$ cat config.mk
export PLATFORM = sky130hd
export DESIGN_NAME = async_mmap_read_streamer
export DESIGN_NICKNAME = d
export VERILOG_FILES = /design/src/rtl/async_mmap_read_streamer_pkg.sv /design/src/rtl/async_mmap_read_streamer.sv
export SDC_FILE = /design/constraint.sdc
export NUM_CORES = 1
export LEC_CHECK = 0
export ABC_AREA = 1
export CORE_AREA = 2 2 467 469
export CTS_CLUSTER_SIZE = 30
export DETAILED_ROUTE_END_ITERATION = 8
export DIE_AREA = 0 0 469 471
export DONT_BUFFER_PORTS = 1
export PLACE_DENSITY = 0.31
export SETUP_SLACK_MARGIN = 0.3
export SYNTH_ARGS = -nofsm -noshare
export SYNTH_HDL_FRONTEND = slang
export SYNTH_SLANG_ARGS = --single-unit
$ cat constraint.sdc
create_clock -name clk -period 5.6 [get_ports clk]
set_input_delay 0.56 -clock clk [delete_from_list [all_inputs] [get_ports clk]]
set_output_delay 0.56 -clock clk [all_outputs]
set_load 0.01 [all_outputs]
$ cat src/rtl/async_mmap_read_streamer_pkg.sv
// Default sizing shared by the read streamer and the blocks that instantiate it.
// The module-local parameters below take these values unless a caller overrides them.
package async_mmap_read_streamer_pkg;

  localparam int unsigned DefAddrWidth        = 64;
  localparam int unsigned DefDataWidth        = 512;
  localparam int unsigned DefDataWidthBytesLog = 6;
  localparam int unsigned DefLenWidth         = 32;
  localparam int unsigned DefMaxOutstanding   = 64;
  localparam int unsigned DefOutstandingWidth = 7;

endpackage : async_mmap_read_streamer_pkg

$ cat src/rtl/async_mmap_read_streamer.sv
// async_mmap_read_streamer
// Turns one {len, base} request into len consecutive beat reads on an async_mmap
// read port and streams the returned beats, tagged with a last flag, into a FIFO.
// Ports:
//   clk, rst             clock, synchronous active-high reset
//   req_din/write/full_n request push interface ({len, base byte address})
//   read_addr_*          per-beat address push to async_mmap
//   read_data_*          beat pop from async_mmap
//   out_din/write/full_n {last, data} push to the consumer FIFO
//   busy                 a request is in progress
module async_mmap_read_streamer
  import async_mmap_read_streamer_pkg::*;
#(
  parameter int unsigned AddrWidth         = DefAddrWidth,
  parameter int unsigned DataWidth         = DefDataWidth,
  parameter int unsigned DataWidthBytesLog = DefDataWidthBytesLog,
  parameter int unsigned LenWidth          = DefLenWidth,
  parameter int unsigned MaxOutstanding    = DefMaxOutstanding,
  parameter int unsigned OutstandingWidth  = DefOutstandingWidth
) (
  input  logic                          clk,
  input  logic                          rst,
  input  logic [LenWidth+AddrWidth-1:0] req_din,
  input  logic                          req_write,
  output logic                          req_full_n,
  output logic [AddrWidth-1:0]          read_addr_din,
  output logic                          read_addr_write,
  input  logic                          read_addr_full_n,
  input  logic [DataWidth-1:0]          read_data_dout,
  input  logic                          read_data_empty_n,
  output logic                          read_data_read,
  output logic [DataWidth:0]            out_din,
  output logic                          out_write,
  input  logic                          out_full_n,
  output logic                          busy
);

  localparam logic [1:0] IDLE  = 2'd0;
  localparam logic [1:0] ISSUE = 2'd1;
  localparam logic [1:0] DRAIN = 2'd2;

  logic [1:0]                  state_q, state_d;
  logic [AddrWidth-1:0]        base_q;
  logic [LenWidth-1:0]         len_q;
  logic [LenWidth-1:0]         issued_cnt_q;
  logic [LenWidth-1:0]         recv_cnt_q;
  logic [OutstandingWidth-1:0] outstanding_q;

  logic [LenWidth-1:0]  req_len;
  logic [AddrWidth-1:0] req_base;
  logic                 accept;
  logic                 issue;
  logic                 pop;
  logic                 last_beat;
  logic                 final_issue;

  assign req_len     = req_din[LenWidth+AddrWidth-1 -: LenWidth];
  assign req_base    = req_din[AddrWidth-1:0];
  assign last_beat   = (recv_cnt_q == len_q - LenWidth'(1));
  assign final_issue = (issued_cnt_q == len_q - LenWidth'(1));

  // State register
  always_ff @(posedge clk) begin
    if (rst) begin
      state_q <= IDLE;
    end else begin
      state_q <= state_d;
    end
  end

  // Next-state logic; a zero-length request is accepted but never leaves IDLE
  always_comb begin
    state_d = state_q;
    unique case (state_q)
      IDLE: begin
        if (accept && (req_len != '0)) begin
          state_d = ISSUE;
        end
      end
      ISSUE: begin
        if (pop && last_beat) begin
          state_d = IDLE;
        end else if (issue && final_issue) begin
          state_d = DRAIN;
        end
      end
      DRAIN: begin
        if (pop && last_beat) begin
          state_d = IDLE;
        end
      end
      default: state_d = IDLE;
    endcase
  end

  // Output / handshake logic; everything is held off while rst is high so a
  // reset mid-request cannot leak one more address or beat
  always_comb begin
    req_full_n = 1'b0;
    busy       = 1'b0;
    accept     = 1'b0;
    issue      = 1'b0;
    pop        = 1'b0;

    busy       = (state_q != IDLE);
    req_full_n = !rst && (state_q == IDLE);
    accept     = req_write && req_full_n;
    issue      = !rst && (state_q == ISSUE) && read_addr_full_n &&
                 (outstanding_q < OutstandingWidth'(MaxOutstanding));
    pop        = !rst && (state_q != IDLE) && read_data_empty_n && out_full_n &&
                 (recv_cnt_q < issued_cnt_q);
  end

  assign read_addr_write = issue;
  assign read_addr_din   = base_q + (AddrWidth'(issued_cnt_q) << DataWidthBytesLog);
  assign read_data_read  = pop;
  assign out_write       = pop;
  assign out_din         = {last_beat, read_data_dout};

  // Request registers and beat counters
  always_ff @(posedge clk) begin
    if (rst) begin
      base_q        <= '0;
      len_q         <= '0;
      issued_cnt_q  <= '0;
      recv_cnt_q    <= '0;
      outstanding_q <= '0;
    end else begin
      if (accept) begin
        base_q       <= req_base;
        len_q        <= req_len;
        issued_cnt_q <= '0;
        recv_cnt_q   <= '0;
      end else begin
        if (issue) begin
          issued_cnt_q <= issued_cnt_q + LenWidth'(1);
        end
        if (pop) begin
          recv_cnt_q <= recv_cnt_q + LenWidth'(1);
        end
      end

      // Simultaneous issue and pop cancel out
      unique case ({issue, pop})
        2'b10:   outstanding_q <= outstanding_q + OutstandingWidth'(1);
        2'b01:   outstanding_q <= outstanding_q - OutstandingWidth'(1);
        default: outstanding_q <= outstanding_q;
      endcase
    end
  end

endmodule : async_mmap_read_streamer

==> results of run 1 <==
## routing by layer
layer  up-vias  track usage [%]  part of all wire [%]
li1       6213                -                     -
met1      6058             7.71                    23
met2      1001             22.1                    53
met3       212             10.5                    21
met4        20             4.01                   3.4
met5         -            0.264                 0.094
## registers in the layout, summed over array words and instances, names as in the netlist
name,count
base_q,64
issued_cnt_q,32
len_q,32
outstanding_q,7
recv_cnt_q,32
state_q,2
## power breakdown
| group | internal (mW) | total [mW] | switching (mW) |
|---|---|---|---|
| Clock | 0.674 | 1.29 | 0.615 |
| Combinational | 0.179 | 0.679 | 0.501 |
| Sequential | 1.26 | 1.32 | 0.0578 |
## worst reg2reg max path, stage by stage, from the launching register on
cell and delay, ns:
dfxtp_1 0.53, inv_1 0.17, ha_1 0.34, a21oi_1 0.13
nand3b_1 0.11, a21oi_1 0.07, nor2_1 0.09, nand2_1 0.08
nand2_1 0.08, nand2_1 0.16, nor2_2 0.17, ha_1 0.34
inv_1 0.11, fa_1 0.42, o21ai_0 0.29, nand2_1 0.09
a21oi_1 0.16, nor2_1 0.06, nand2_1 0.05, nand3_1 0.09
o21ai_0 0.17, a21oi_1 0.06
## cell usage in the layout (no fill, tap or decap), drive strengths merged, types with 2 or more instances in the layout
cell type	Yosys	routed
nand3b	7	7
a32o	40	40
nor3b	5	5
xor2	81	81
o211ai	5	5
ha	72	72
bufinv	0	2
o21a	15	15
xnor2	12	12
nand2	383	383
fa	2	2
clkinv	0	4
a31oi	8	8
a21oi	110	110
buf	526	10
o21ai	101	101
inv	268	270
nand3	158	158
nor2	222	222
dfxtp	169	169
o21bai	3	3
diode	0	2
clkbuf	35	19
nand4	46	46
o221ai	3	3
nor4	20	20
o22ai	24	24
clkinvlp	0	2
nor3	54	54
## cell families (layout without fill, tap and decap cells)
kind of cell,count (synthesis),count (layout),synth area share (%)
flip-flops,169,169,20.9
adder cells (fa/ha/maj),74,74,5.81
XOR/XNOR,93,93,5.03
AO/OA/AOI/OAI,315,315,11.9
AND/OR/NAND/NOR,898,898,25.0
buffers and inverters,829,307,31.4
other,0,2,0
## path summary, 6_finish.rpt
kind,startpoint,end
worst max-delay path,issued_cnt_q[0],read_addr_din[44]
worst min-delay path,rst,state_q[1]
worst max register to register,issued_cnt_q[9],outstanding_q[6]
worst min register to register,base_q[18],base_q[18]
## stage by stage
step	hold slack, ns	power, mW	worst slack [ns]	cell area, um^2
after detailed placement	0.471	2.04	1.54	15800
after floorplan	0.443	2.15	2.13	16200
after CTS	0.0730	3.38	0.950	16400
after global routing	0.0806	3.48	0.708	16400
after global placement	0.462	2.04	1.57	15800
final	0.128	3.28	1.00	16400
## area by class of cell
class / count / area share [%]
Clock buffer: 19 / 2.77
Inverter: 268 / 6.14
Multi-Input combinational cell: 1380 / 47.3
Clock inverter: 10 / 0.734
Antenna cell: 2 / 0.0306
Timing Repair Buffer: 10 / 0.535
Tap cell: 2854 / 21.8
Sequential cell: 169 / 20.7
==> reports/qor.txt, run 1 <==
# Post-CTS Setup Buffers - 0
worst path cell trace - ha_1 > inv_1 > fa_1 > nand3b_1 > nand2_1 > a21oi_1 > o21bai_1 > a21oi_1 > nor3_1 > nor2_1 > o21ai_2 > nand2_1 > xor2_1
first-pass GRT wire length - 163000 um
via-per-instance ratio - 2.87
Max IR drop VDD - 0.263 mV
Worst setup SP type - flip-flop
slowest stage delay, CP - 0.47 ns
Top FF cell, synth - dfxtp_1
fin crit share - 82.1%
largest net degree at the start of global routing - 74
status - complete, no violations
die height - 471 um
Slowest cell on crit path - o21ai_2
r2r setup slk - 1.71 ns
Yosys warnings - 0
vias - 13504
DRT antenna net count - 0
Cells on Worst Hold Path - 1
htree depth - 4
total wire length - 134000 um
Post-synth top cells - buf_4 (521), nand2_1 (372), inv_1 (264)
fmax - 217 MHz
most instantiated library cell after synthesis - buf_4
Final setup viols - 0
EDFF count, synth - 0
unrepaired setup endpoints after global routing - no
WP data arrival - 4.04 ns
total grt overflow - 0
post-synth design cell area - 16200 um^2
Max Fanout on Critical Path - 6
Worst Skew - 0.0149 ns
Leak - 5.54 nW
IO Count - 1196
slew margin rel. - 41.4%
post-synth cell types - 49
fraction of layout cells with a size suffix above 1 - 5.17%
Synthesized Nets - 3066
nets - 2534
final cell count without fillers - 4712
Die Footprint - 221000 um^2
sequential share of the synthesized area - 20.9%
Async S/R FF share, synth - 0%
Final GP Congestion - 0.953
min Tclk post-route - 4.60 ns
Multi-input gate area - 7750 um^2
hold_buf cts - 0
synthesized instance count - 2378
Worst path depth - 13
row count - 171
CTS tree - done
clk buf depth - 2
Buf/Inv on CP - 1
Slew @ Worst Pin - 0.876 ns
Setup CP Type - flip-flop to output port
largest cells by area after synthesis - buf_4 (24%), dfxtp_1 (21%), nand2_1 (8.6%)
TritonCTS Buffers - 17
CTS root buf - clkbuf_16
vias in the first global route - 13378
Post-DP HPWL - 122000 um
Synth top area share - 24.2%
max cap viols - 0
PortBufs - 0
register area - 3380 um^2
P per Cell Area - 201 nW/um^2
Area Growth Syn to Fin - 1.11%
Hold Path Class - primary input to flip-flop
WL per Instance - 28.4 um
Post-route DRC - 0
critical path required time - 5.04 ns
clk slew on worst S/H paths - 0.07 ns
Final Slew Violations - 0
gr usage total - 11.7%
fill cell count - 25591
antenna violations before repair - 29
Final Core Density - 7.58%
post-cts resize count - 0
initial core utilization - 7.49%
Core Box Area - 216000 um^2
Worst R2R Path Depth - 21
Placed Cells - 4681
final hold vios - 0
initial DRC count - 758
clk sink count - 169
Yosys top cell by area - buf_4
CP top delay family - compound AO/OA/AOI/OAI gates
crit end category - output port
drt pass-1 iters - 5
Synth Register Bits - 169
Clock Latency Late Sink - 0.52 ns
Fin Setup TNS - 0 ns
Avg Cell Area, Syn - 6.81 um^2
Die X - 469 um
Note: power is estimated with default switching activity, not from simulation.
==> inputs of run 2 (changes only) <==
==> constraint.sdc (replaced) <==
create_clock -name clk -period 4.6 [get_ports clk]
set_input_delay 0.46 -clock clk [delete_from_list [all_inputs] [get_ports clk]]
set_output_delay 0.46 -clock clk [all_outputs]
set_load 0.01 [all_outputs]
==> run 2 against run 1 <==
  * Worst hold slack got worse by 0.039 ns
  * Die area did not move
  * Via count up 0.16%
  * Sequential share of layout area decreased by 0.41 points
  * Clock-buffer cell count decreased by 1
  * Sequential power rose by 21%
  * Combinational power up 27%
  * Total power is 28% higher
  * Utilization is 0.16 points higher
  * Critical path depth is 2 lower
  * Global-route usage about the same
  * First-iteration DRC count increased by 23%
  * Largest cell class unchanged
  * Largest power group is now clock
==> reports/qor.txt, run 2 (synthesis results as in run 1) <==
IO Count - 1196
fraction of layout cells with a size suffix above 1 - 7.07%
drt pass-1 iters - 6
total power - 4.21 mW
CTS tree - done
Final GP Congestion - 0.956
first-pass GRT wire length - 162000 um
vias in the first global route - 13183
CTS root buf - clkbuf_16
leading cell type in the layout, fill and taps excluded - nand2_1
most frequent cells in the layout - nand2_1 (371), inv_1 (263), nor2_1 (199)
Placed Cells - 4699
Final Core Density - 7.73%
Worst Skew - 0.0190 ns
M1 WL - 31900 um
Fin Setup TNS - 0 ns
clk buf depth - 2
r2r setup slk - 0.81 ns
Core Box Area - 216000 um^2
Slew @ Worst Pin - 1.01 ns
Worst R2R Path Depth - 21
max FFs per register - 64
Die X - 469 um
slew margin rel. - 32.7%
RR Startpoint - issued_cnt_q[5]
WL per Instance - 28.3 um
WP data arrival - 3.59 ns
routed wire length on met3 - 27400 um
PortBufs - 0
Worst setup SP type - flip-flop
initial DRC count - 933
Leak - 5.71 nW
Worst Hold End - base_q[39]
Reg with most FFs - base_q
Setup CP Type - flip-flop to output port
nets - 2555
Final setup viols - 0
final cell count without fillers - 4738
antenna violations before repair - 28
Post-route DRC - 0
status - complete, no violations
largest net degree at the start of global routing - 74
TritonCTS Buffers - 17
via-per-instance ratio - 2.85
crit end category - output port
row count - 171
register area - 3380 um^2
unrepaired setup endpoints after global routing - yes
Fin Hold WS - 0.0889 ns
Final Slew Violations - 0
total wire length - 134000 um
final hold vios - 0
FF-to-FF End - outstanding_q[6]
hold_sp - req_din[39]
die height - 471 um
vias - 13526
P per Cell Area - 252 nW/um^2
Max IR drop VDD - 0.336 mV
fill cell count - 25644
clk slew on worst S/H paths - 0.08 ns
htree depth - 4
Top Layer Used - met5
max cap viols - 0
critical path required time - 4.14 ns
clk sink count - 169
fin crit share - 88.1%
fmax - 247 MHz
total grt overflow - 0
Clock Latency Late Sink - 0.52 ns
Area Growth Syn to Fin - 3.19%
DR WL met2 - 70000 um
Hold Path Class - primary input to flip-flop
gr usage total - 11.7%
Post-DP HPWL - 122000 um
Cells on Worst Hold Path - 1
Die Footprint - 221000 um^2
Multi-input gate area - 7830 um^2
initial core utilization - 7.49%
DRT antenna net count - 0
min Tclk post-route - 4.05 ns
Max Fanout on Critical Path - 7
==> run 2: cell types whose count changed in the layout (fill, tap and decap cells not counted), sizes merged <==
| cell | before | now |
|---|---|---|
| clkinv | 4 | 3 |
| clkinvlp | 2 | 0 |
| bufinv | 2 | 4 |
| diode | 2 | 4 |
| buf | 10 | 30 |
| clkbuf | 19 | 18 |
| inv | 270 | 275 |
| dlygate4sd3 | 0 | 1 |
==> run 2: worst max path at each step <==
stage                           startpoint                 to  slack (ns)  cells after the start
after global routing       issued_cnt_q[0]  read_addr_din[54]        0.24                     15
after global placement    issued_cnt_q[27]   outstanding_q[6]        0.71                     19
after detailed placement   issued_cnt_q[0]  read_addr_din[44]        0.68                     13
final                            base_q[8]  read_addr_din[63]        0.55                     11
after CTS                  issued_cnt_q[0]  read_addr_din[60]        0.31                     14
after floorplan           issued_cnt_q[14]   outstanding_q[6]        1.13                     24
==> run 2: cell type report <==
cell class / instances / area share [%]
multi-input cells: 1380 / 46.9
well taps: 2854 / 21.4
flip-flops and latches: 169 / 20.3
inverters: 268 / 6.02
clock buffers: 18 / 2.63
repair buffers: 31 / 1.56
clock inverters: 14 / 1.25
diodes: 4 / 0.0599
==> run 2: power breakdown <==
group | internal, mW | switching, mW
clock | 0.940 | 0.805
combinational | 0.236 | 0.629
sequential | 1.53 | 0.0696
total | 2.71 | 1.50
==> run 2: repair_timing <==
| item | CTS | global route |
|---|---|---|
| buffers inserted | 0 | 2 |
| endpoints found under the setup margin | 12 | 21 |
| gates resized for setup | 7 | 9 |
| pin swaps | 1 | 3 |
| hold buffers | 1 | 0 |
| hold endpoints to repair | 1 | 0 |
==> run 2: critical path, cell delays in order, from the launching register on <==
cell,delay [ns]
dfxtp_1,0.36
ha_1,0.37
nand3_1,0.09
nand2_1,0.11
a21oi_1,0.13
o21ai_2,0.34
a21oi_2,0.17
o21ai_1,0.42
nand2_1,0.13
o211ai_2,0.25
nand3_1,0.34
xor2_1,0.36
==> run 2: metrics by stage <==
stage | worst slack [ns] | cell area (um^2)
global route | 0.241 | 16700
detailed placement | 0.678 | 15900
global placement | 0.712 | 15900
finish | 0.547 | 16700
CTS | 0.314 | 16600
floorplan | 1.13 | 16200
==> run 2: per-layer routing <==
| metal | up-vias | GRT usage, % |
|---|---|---|
| met5 | - | 0.220 |
| met4 | 20 | 4.26 |
| met3 | 206 | 10.5 |
| met2 | 955 | 21.7 |
| met1 | 6087 | 7.99 |
| li1 | 6258 | - |
